==> config.mk <==
export PLATFORM = sky130hd
export DESIGN_NAME = ram_arbiter
export DESIGN_NICKNAME = d
export VERILOG_FILES = /design/src/rtl/cpu_types_pkg.sv /design/src/rtl/rr_pick2.sv /design/src/rtl/ram_arbiter.sv
export SDC_FILE = /design/constraint.sdc
export NUM_CORES = 1
export LEC_CHECK = 0
export CAP_MARGIN = 25
export CORE_AREA = 2 2 171 173
export CTS_CLUSTER_SIZE = 10
export DETAILED_ROUTE_END_ITERATION = 7
export DIE_AREA = 0 0 173 175
export PLACE_DENSITY = 0.43
export SLEW_MARGIN = 20
export SYNTH_ARGS = -nofsm -noshare
export SYNTH_HDL_FRONTEND = slang
export SYNTH_HIERARCHICAL = 1
export SYNTH_SLANG_ARGS = --single-unit
==> constraint.sdc <==
create_clock -name CLK -period 3.9 [get_ports CLK]
set_clock_uncertainty 0.2 [all_clocks]
set_input_delay 0.78 -clock CLK [delete_from_list [all_inputs] [get_ports CLK]]
set_output_delay 0.78 -clock CLK [all_outputs]
set_load 0.05 [all_outputs]
==> src/rtl/cpu_types_pkg.sv <==
// Shared types for the RAM arbiter: RAM handshake states, word type,
// arbiter FSM encoding, grant-id constants and arbiter sizing constants.
package cpu_types_pkg;

  typedef logic [31:0] word_t;

  typedef enum logic [1:0] {
    FREE   = 2'd0,
    BUSY   = 2'd1,
    ACCESS = 2'd2,
    ERROR  = 2'd3
  } ramstate_t;

  typedef enum logic [1:0] {
    IDLE  = 2'd0,
    GRANT = 2'd1,
    ERR   = 2'd2
  } arb_state_t;

  // gnt_id = {class, core}; class 1 is the data class
  localparam logic [1:0] GNT_I0 = 2'b00;
  localparam logic [1:0] GNT_I1 = 2'b01;
  localparam logic [1:0] GNT_D0 = 2'b10;
  localparam logic [1:0] GNT_D1 = 2'b11;

  // number of cores; the arbiter is built for exactly two
  localparam int CPUS = 2;

  // consecutive data grants tolerated while an instruction fill waits
  localparam logic [3:0] STARVE_MAX = 4'd8;

endpackage

==> src/rtl/rr_pick2.sv <==
// Two-way round-robin select: the core named by ptr wins when it requests,
// otherwise the other core wins. valid is low when nobody requests.
module rr_pick2 (
  input  logic [1:0] req,
  input  logic       ptr,
  output logic       valid,
  output logic       idx
);

  assign valid = |req;
  assign idx   = req[ptr] ? ptr : ~ptr;

endmodule

==> src/rtl/ram_arbiter.sv <==
// Registered two-core arbiter between icache/dcache request ports and the
// single RAM port. Data requests beat instruction requests; each class
// round-robins between core 0 and core 1.
//
// Handshake: a requester raises iREN/dREN/dWEN and holds it, together with
// its address/data, while its wait bit is high. The wait bit drops for
// exactly one cycle, combinationally with ramstate==ACCESS, and that is the
// cycle the load data is valid. Dropping the request before ACCESS abandons
// the access without moving the round-robin pointer.
//
// Optional feature: define ARB_STARVE_EN to let a starved instruction fill
// through after STARVE_MAX back-to-back data grants.
module ram_arbiter
  import cpu_types_pkg::*;
(
  input  logic                  CLK,
  input  logic                  nRST,
  input  logic [CPUS-1:0]       iREN,
  input  logic [CPUS-1:0]       dREN,
  input  logic [CPUS-1:0]       dWEN,
  input  logic [CPUS-1:0][31:0] iaddr,
  input  logic [CPUS-1:0][31:0] daddr,
  input  logic [CPUS-1:0][31:0] dstore,
  input  ramstate_t             ramstate,
  input  logic [31:0]           ramload,
  output logic [31:0]           ramaddr,
  output logic [31:0]           ramstore,
  output logic                  ramREN,
  output logic                  ramWEN,
  output logic [CPUS-1:0]       iwait,
  output logic [CPUS-1:0]       dwait,
  output logic [CPUS-1:0][31:0] iload,
  output logic [CPUS-1:0][31:0] dload,
  output logic [1:0]            gnt_id,
  output logic [1:0]            dbg_state
);

  arb_state_t      state_q;
  logic            gnt_cls_q;   // 1 = data class
  logic            gnt_core_q;
  logic            wr_q;        // granted data access is a write
  logic            ren_q;
  logic            wen_q;
  logic            rr_d_q;
  logic            rr_i_q;

  logic [CPUS-1:0] d_req;
  logic            d_valid;
  logic            d_idx;
  logic            i_valid;
  logic            i_idx;
  logic            take_i;
  logic            held;
  logic            in_grant;
  logic            done;
  logic            starve_force;

  assign d_req = dREN | dWEN;

  rr_pick2 u_pick_d (
    .req   (d_req),
    .ptr   (rr_d_q),
    .valid (d_valid),
    .idx   (d_idx)
  );

  rr_pick2 u_pick_i (
    .req   (iREN),
    .ptr   (rr_i_q),
    .valid (i_valid),
    .idx   (i_idx)
  );

  // instruction class wins only when no data request exists, or when
  // the starvation guard forces it through
  assign take_i = i_valid && (!d_valid || starve_force);

  // the granted requester is still asking for the operation it was given
  assign held = gnt_cls_q ? (wr_q ? dWEN[gnt_core_q] : dREN[gnt_core_q])
                          : iREN[gnt_core_q];

  assign in_grant = (state_q == GRANT);
  assign done     = in_grant && (ramstate == ACCESS);

`ifdef ARB_STARVE_EN
  logic [3:0] starve_q;

  // count data grants made while an instruction fill is waiting
  always_ff @(posedge CLK or negedge nRST) begin
    if (!nRST) begin
      starve_q <= 4'd0;
    end else if (!(|iREN)) begin
      starve_q <= 4'd0;
    end else if (state_q == IDLE && ramstate != ERROR) begin
      if (take_i) begin
        starve_q <= 4'd0;
      end else if (d_valid && starve_q != 4'hF) begin
        starve_q <= starve_q + 4'd1;
      end
    end
  end

  assign starve_force = (starve_q >= STARVE_MAX);
`else
  assign starve_force = 1'b0;
`endif

  // arbitration FSM with registered grant, strobes and pointers
  always_ff @(posedge CLK or negedge nRST) begin
    if (!nRST) begin
      state_q    <= IDLE;
      gnt_cls_q  <= 1'b0;
      gnt_core_q <= 1'b0;
      wr_q       <= 1'b0;
      ren_q      <= 1'b0;
      wen_q      <= 1'b0;
      rr_d_q     <= 1'b0;
      rr_i_q     <= 1'b0;
    end else begin
      case (state_q)
        IDLE: begin
          if (ramstate == ERROR) begin
            state_q <= ERR;
          end else if (take_i) begin
            state_q    <= GRANT;
            gnt_cls_q  <= 1'b0;
            gnt_core_q <= i_idx;
            wr_q       <= 1'b0;
            ren_q      <= 1'b1;
            wen_q      <= 1'b0;
          end else if (d_valid) begin
            // a write from the same core goes first; its read re-arbitrates later
            state_q    <= GRANT;
            gnt_cls_q  <= 1'b1;
            gnt_core_q <= d_idx;
            wr_q       <= dWEN[d_idx];
            ren_q      <= !dWEN[d_idx];
            wen_q      <= dWEN[d_idx];
          end
        end
        GRANT: begin
          if (ramstate == ERROR) begin
            state_q <= ERR;
            ren_q   <= 1'b0;
            wen_q   <= 1'b0;
          end else if (ramstate == ACCESS) begin
            state_q <= IDLE;
            ren_q   <= 1'b0;
            wen_q   <= 1'b0;
            if (gnt_cls_q) begin
              rr_d_q <= ~gnt_core_q;
            end else begin
              rr_i_q <= ~gnt_core_q;
            end
          end else if (!held) begin
            state_q <= IDLE;
            ren_q   <= 1'b0;
            wen_q   <= 1'b0;
          end
        end
        ERR: begin
          ren_q <= 1'b0;
          wen_q <= 1'b0;
        end
        default: begin
          state_q <= IDLE;
          ren_q   <= 1'b0;
          wen_q   <= 1'b0;
        end
      endcase
    end
  end

  // RAM address/data steering and one-cycle wait release on ACCESS
  always_comb begin
    ramaddr  = '0;
    ramstore = '0;
    iwait    = '1;
    dwait    = '1;
    iload    = '0;
    dload    = '0;
    if (in_grant) begin
      ramaddr = gnt_cls_q ? daddr[gnt_core_q] : iaddr[gnt_core_q];
      if (gnt_cls_q && wr_q) begin
        ramstore = dstore[gnt_core_q];
      end
    end
    if (done) begin
      if (gnt_cls_q) begin
        dwait[gnt_core_q] = 1'b0;
        dload[gnt_core_q] = ramload;
      end else begin
        iwait[gnt_core_q] = 1'b0;
        iload[gnt_core_q] = ramload;
      end
    end
  end

  assign ramREN    = ren_q;
  assign ramWEN    = wen_q;
  assign gnt_id    = {gnt_cls_q, gnt_core_q};
  assign dbg_state = state_q;

endmodule

======== After elaboration in Yosys (flattened, before gate mapping) ========
Index checks and enable logic that the tools add are counted.
word-level totals
  flip-flop bits (word level) ............. 9
  word-level logic and storage cells ...... 105
  output and inout bits ................... 202
  input bits .............................. 234
cells by class
  reduce and logical (&&, ||, !) cells .... 15
  mux-type cells .......................... 60
  magnitude comparators ................... 5
  eq/ne operators ......................... 8
  bitwise gates (word level) .............. 9
operator list
  cell                count
  $mux 32             11
  $mux 64             4
  $and 64x64->64      1
  $demux 32 s1        1
  $mux 1              30
  $mux 2              10
  $reduce_and 3->1    3
  $lt 1x2->1 const B  4
  $reduce_and 4->1    2
  $eq 2x2->1 const B  3
  $not 1->1           6
  $pmux 2 s3          1
  $logic_and 1x1->1   4
  $ne 4x2->1 const B  1
  $ne 4x4->1 const B  1
  $pmux 1 s2          2
  $reduce_or 2->1     2
  $ne 3x3->1 const B  1
  $eq 2x1->1 const B  1
  $logic_not 1->1     2
  $logic_not 2->1     1
  $ne 2x2->1 const B  1
  $not 2->2           1
  $or 2x2->2          1
  3 further kinds     3

======== Logic depth before layout (Yosys ltp) ========
  depth after elaboration ................. 11
  mapped depth ............................ 6
  mapped depth without buffers ............ 6

======== Cells and area by module ========
The synthesis kept the hierarchy.
by module, submodules not included
  module       times used  area each (um^2)  seq. area each (um^2)  cells each
  ram_arbiter  1           3072.9            225.2                  348
  rr_pick2     2           20.0              0.0                    3

======== Worst setup path after synthesis ========
Ideal clock, no wire load.
  kind .................................... register -> output
  start ................................... register state_q[0] (netlist: dbg_state[0])
  end ..................................... output ramstore[0]
  slack ................................... 862 ps
  path buffers ............................ 2
  cell stages (with the launch flop) ...... 6
  arrival time ............................ 2058 ps
  data required time ...................... 2920 ps
  path through ............................ dfrtp_1 > nor2b_1 > clkbuf_2 > nand3_2 > buf_2 > nor2_1
between the ends
  longest elaborated chain between the ends .. 2
ends and longest elaborated chain
  item                    line                text
  start, declared         ram_arbiter.sv:38   arb_state_t state_q;
  start signal, assigned  ram_arbiter.sv:111  state_q <= IDLE;
  start signal, assigned  ram_arbiter.sv:123  state_q <= ERR;
  start signal, assigned  ram_arbiter.sv:125  state_q <= GRANT;
  $eq 2x1->1              ram_arbiter.sv:82   assign in_grant = (state_q == GRANT);
  $mux 32                 ram_arbiter.sv:182  if (in_grant) begin
  end, declared           ram_arbiter.sv:27   output logic [31:0] ramstore,
No other way between the ends.

======== Worst setup path after layout ========
  start ................................... input iaddr[26] (netlist name)
  end ..................................... output ramaddr[26]
between the ends
  longest elaborated chain between the ends .. 4
ends and longest elaborated chain
  item                                         line                text
  start, declared                              ram_arbiter.sv:21   input logic [CPUS-1:0][31:0] iaddr,
  $mux 32 (not written as such) (2 in series)  ram_arbiter.sv:183  ramaddr = gnt_cls_q ? daddr[gnt_core_q] : iaddr[gnt_core_q];
  $mux 32                                      ram_arbiter.sv:183
  $mux 32                                      ram_arbiter.sv:182
  end, declared                                ram_arbiter.sv:26   output logic [31:0] ramaddr,
No other way between the ends. The select of a mux whose other input is x is not followed.

==> metrics.log <==
[metrics] status: finished, final reports clean
[metrics] crit-path max cell delay: 690 ps
[metrics] kind of end point of the critical path: output pin
[metrics] critical-path maximum fanout: 1
[metrics] Clock transition at path regs: 40 ps
[metrics] quantity of I/O buffers inserted on ports: 435
[metrics] HPWL after DPL: 16800 um
[metrics] DR WL/cell: 17.1 um
[metrics] number of buffers created by CTS: 3
[metrics] crit path max-delay cell type: sky130_fd_sc_hd__clkdlybuf4s50_1
[metrics] total number of clock tree sinks: 9
[metrics] Syn Nets: 588
[metrics] max-slew violation count: 0
[metrics] die extent in x: 173 um
[metrics] DRC marker count from the first detailed-route iteration: 81
[metrics] total global routing track utilization: 0.127
[metrics] count of flip-flops with a built-in enable after synthesis: 0
[metrics] count of inserted antenna diode cells: 0
[metrics] Placeable Area: 28400 um^2
[metrics] Initial Utilization: 0.110
[metrics] critical path's top delay family: buffers and inverters
[metrics] Worst Setup Slack post-DPL: 222 ps
[metrics] H-tree levels: 1
[metrics] flops & latches, synth: 9
[metrics] cell types occupying the most area after synthesis: sky130_fd_sc_hd__and2_1, sky130_fd_sc_hd__mux4_2, sky130_fd_sc_hd__mux2i_1, sky130_fd_sc_hd__dfrtp_1, sky130_fd_sc_hd__buf_6
[metrics] MaxCap Viol Count: 0
[metrics] Gates resized, CTS repair: 0
[metrics] transition time at the pin with the least slew margin: 754 ps
[metrics] part of the power in the clock network: 0.060
[metrics] final critical-path share of the clock period: 0.933
[metrics] worst-case headroom to the max-slew limit: 0.496
[metrics] Net Sw Power: 1.61 mW
[metrics] total congestion overflow after global routing: 0
[metrics] clock root cell: sky130_fd_sc_hd__clkbuf_16
[metrics] maximum number of pins on one net before global-route repair: 39
[metrics] leak pwr: 3.57 nW
[metrics] Hold-fix buffers, CTS: 0
[metrics] number of library cell types mapped by synthesis: 39
[metrics] worst-case clock buffer depth: 2
[metrics] Yosys top cell area share: 0.314
[metrics] final weighted congestion of routability-driven global placement: 0.795
[metrics] sequential fraction of the synthesis area: 0.0723
[metrics] Mapped Cells: 354
[metrics] number of routed nets with antenna violations: 0
[metrics] WP buf/inv: 2
[metrics] worst path arrival time: 2660 ps
[metrics] combined area of all synthesized cells: 3110 um^2
[metrics] Avg Synthesized Cell Area: 8.79 um^2
[metrics] unrepaired setup endpoints after global routing: no
[metrics] Max Freq: 0.275 GHz
[metrics] TNS Setup: 0 ps
[metrics] number of detailed-route iterations in the first pass: 4
[metrics] hold violation count in the final report: 0
[metrics] number of vias per cell: 3.69
[metrics] cell repeated most along the worst path: sky130_fd_sc_hd__clkdlybuf4s50_1
[metrics] Worst Reg-to-Reg Cells: 4
[metrics] total power per unit cell area: 341 nW/um^2
[metrics] cell type contributing the most total cell area after synthesis: sky130_fd_sc_hd__and2_1
[metrics] Area growth, synth to finish: 195%
[metrics] share of flip-flops with an asynchronous set or reset: 1.00
[metrics] worst-path cell chain: clkdlybuf4s50_1 -> mux4_2 -> and2_1 -> clkdlybuf4s50_1
[metrics] setup fix buffers added after clock tree synthesis: 0
[metrics] number of failing setup endpoints in the final timing report: 0
[metrics] number of antenna violations at the first check in global routing: 0
[metrics] start-to-end type of the worst setup path: input port to output pin
[metrics] # nets final: 1007
[metrics] Sw Ratio: 0.512
[metrics] post-layout min period: 3640 ps
[metrics] fraction of power consumed by sequential logic: 0.075
[metrics] clk_lat worst skew: 240 ps
[metrics] number of vias in the routed layout: 4270
[metrics] drc violations: 0
[metrics] share of power burned in combinational logic: 0.865
[metrics] Hold Path Cell Cnt: 1
[metrics] total I/O pin count: 436
[metrics] Row Count: 62
[metrics] CTS tree: built
[metrics] worst endpoint required time: 2920 ps
[metrics] ys flop type: sky130_fd_sc_hd__dfrtp_1
[metrics] Levels on crit path: 4
[metrics] wire length of the first global-routing pass: 29600 um
[metrics] area of the die: 30300 um^2
[metrics] type of element launching the critical path: input port
[metrics] share of post-route cells with drive strength above 1: 0.275
[metrics] worst supply voltage drop on vdd: 0.000208 V
[metrics] PnR worst setup slack: 263 ps
[metrics] DRT Wirelength: 19800 um
[metrics] Synth warnings: 6
[metrics] Die Y-Extent: 175 um
[metrics] internal power component: 1.53 mW
[metrics] worst min path class: flop to flop
[metrics] number of global-route vias before repair: 4488
## worst reg2reg max path: cells and delay by family, from the launching register on
kind            cells  cell delay, ps
flops               1             560
compound gates      2             830
buf+inv             2             440
## per-stage QoR
step                      power [mW]  std cells   util  area [um^2]  hold slack [ps]
after floorplan                 1.99        354      -         3110              279
after CTS                       3.19       1156  0.324         9190              319
after global placement          3.01       1152  0.321         9110              305
after global routing            3.31       1156  0.324         9190              332
after detailed placement        2.99       1152  0.321         9110              310
final                           3.14       1156  0.324         9190              315
## state kept, by name (all words and copies together) (netlist names)
name,count
rr_i_q,1
ramWEN,1
rr_d_q,1
gnt_core_q,1
dbg_state,2
gnt_cls_q,1
wr_q,1
ramREN,1
## cell usage after synthesis (2+ instances only)
cell	n
sky130_fd_sc_hd__or2_1	2
sky130_fd_sc_hd__buf_6	15
sky130_fd_sc_hd__and2_1	156
sky130_fd_sc_hd__buf_4	4
sky130_fd_sc_hd__nor2_1	34
sky130_fd_sc_hd__nand3b_1	2
sky130_fd_sc_hd__clkbuf_1	3
sky130_fd_sc_hd__dfrtp_1	9
sky130_fd_sc_hd__nor2b_1	2
sky130_fd_sc_hd__mux2_2	3
sky130_fd_sc_hd__a22oi_1	2
sky130_fd_sc_hd__buf_2	9
sky130_fd_sc_hd__mux4_2	32
sky130_fd_sc_hd__inv_1	8
sky130_fd_sc_hd__or2_2	5
sky130_fd_sc_hd__nand2b_1	2
sky130_fd_sc_hd__and2_2	4
sky130_fd_sc_hd__mux2i_1	35
sky130_fd_sc_hd__o32ai_1	2
sky130_fd_sc_hd__nand2_1	3
sky130_fd_sc_hd__nor3_4	4
## cells by family after synthesis
family | Yosys count | synth area share
AOI/OAI and AO/OA | 16 | 0.0422
buffers and inverters | 42 | 0.101
DFF | 9 | 0.0723
muxes | 70 | 0.355
and+or+nand+nor | 217 | 0.430
## layout by cell type (no fill, tap or decap), types with 2 or more instances in the layout
master / instances
sky130_fd_sc_hd__nor3_4: 4
sky130_fd_sc_hd__nand2_1: 3
sky130_fd_sc_hd__mux4_2: 32
sky130_fd_sc_hd__a22oi_1: 2
sky130_fd_sc_hd__nor2_1: 34
sky130_fd_sc_hd__or2_1: 2
sky130_fd_sc_hd__buf_12: 136
sky130_fd_sc_hd__buf_4: 17
sky130_fd_sc_hd__nand3b_1: 2
sky130_fd_sc_hd__and2_1: 156
sky130_fd_sc_hd__dfrtp_1: 7
sky130_fd_sc_hd__mux2_2: 3
sky130_fd_sc_hd__inv_1: 8
sky130_fd_sc_hd__nand2b_1: 2
sky130_fd_sc_hd__or2_2: 5
sky130_fd_sc_hd__clkdlybuf4s50_1: 294
sky130_fd_sc_hd__and2_2: 4
sky130_fd_sc_hd__mux2i_1: 35
sky130_fd_sc_hd__o32ai_1: 2
sky130_fd_sc_hd__clkbuf_16: 3
## routing by layer
layer  share of wire  routed length, um  vias up  global-route usage
met2            0.52              10300      275               0.239
met5               0                  0        -                   0
met1            0.39               7650     1943               0.145
met3           0.084               1660       10              0.0355
li1                -                  -     2042                   -
met4          0.0074                146        0              0.0155
## cell type report
| cell class | instances | area, um^2 |
|---|---|---|
| clock buffers | 4 | 78.8 |
| fillers | 2923 | 19200 |
| inverters | 9 | 33.8 |
| multi-input cells | 303 | 2580 |
| flip-flops and latches | 9 | 230 |
| well taps | 384 | 480 |
| repair buffers | 447 | 5790 |
## power groups by stage
stage	registers, mW	clock network [mW]	logic (mW)
finish	0.235	0.188	2.71
global route	0.249	0.193	2.87
CTS	0.241	0.188	2.76
detailed placement	0.242	0	2.75
global placement	0.243	0	2.77
floorplan	0.240	0	1.75
## path summary, 6_finish.rpt
| kind | start | slack [ps] | to |
|---|---|---|---|
| max | iaddr[26] | 260 | ramaddr[26] |
| min in group asynchronous | nRST | 650 | wr_q$_DFFE_PN0P_ |
| min | rr_d_q$_DFFE_PN0P_ | 310 | rr_d_q$_DFFE_PN0P_ |
| min reg2reg | rr_d_q$_DFFE_PN0P_ | 310 | rr_d_q$_DFFE_PN0P_ |
| max reg2reg | gnt_core_q$_DFFE_PN0P_ | 1720 | ramWEN$_DFFE_PN0P_ |
| max in group asynchronous | nRST | 2520 | gnt_core_q$_DFFE_PN0P_ |
Power figures use the tool's default switching activity.
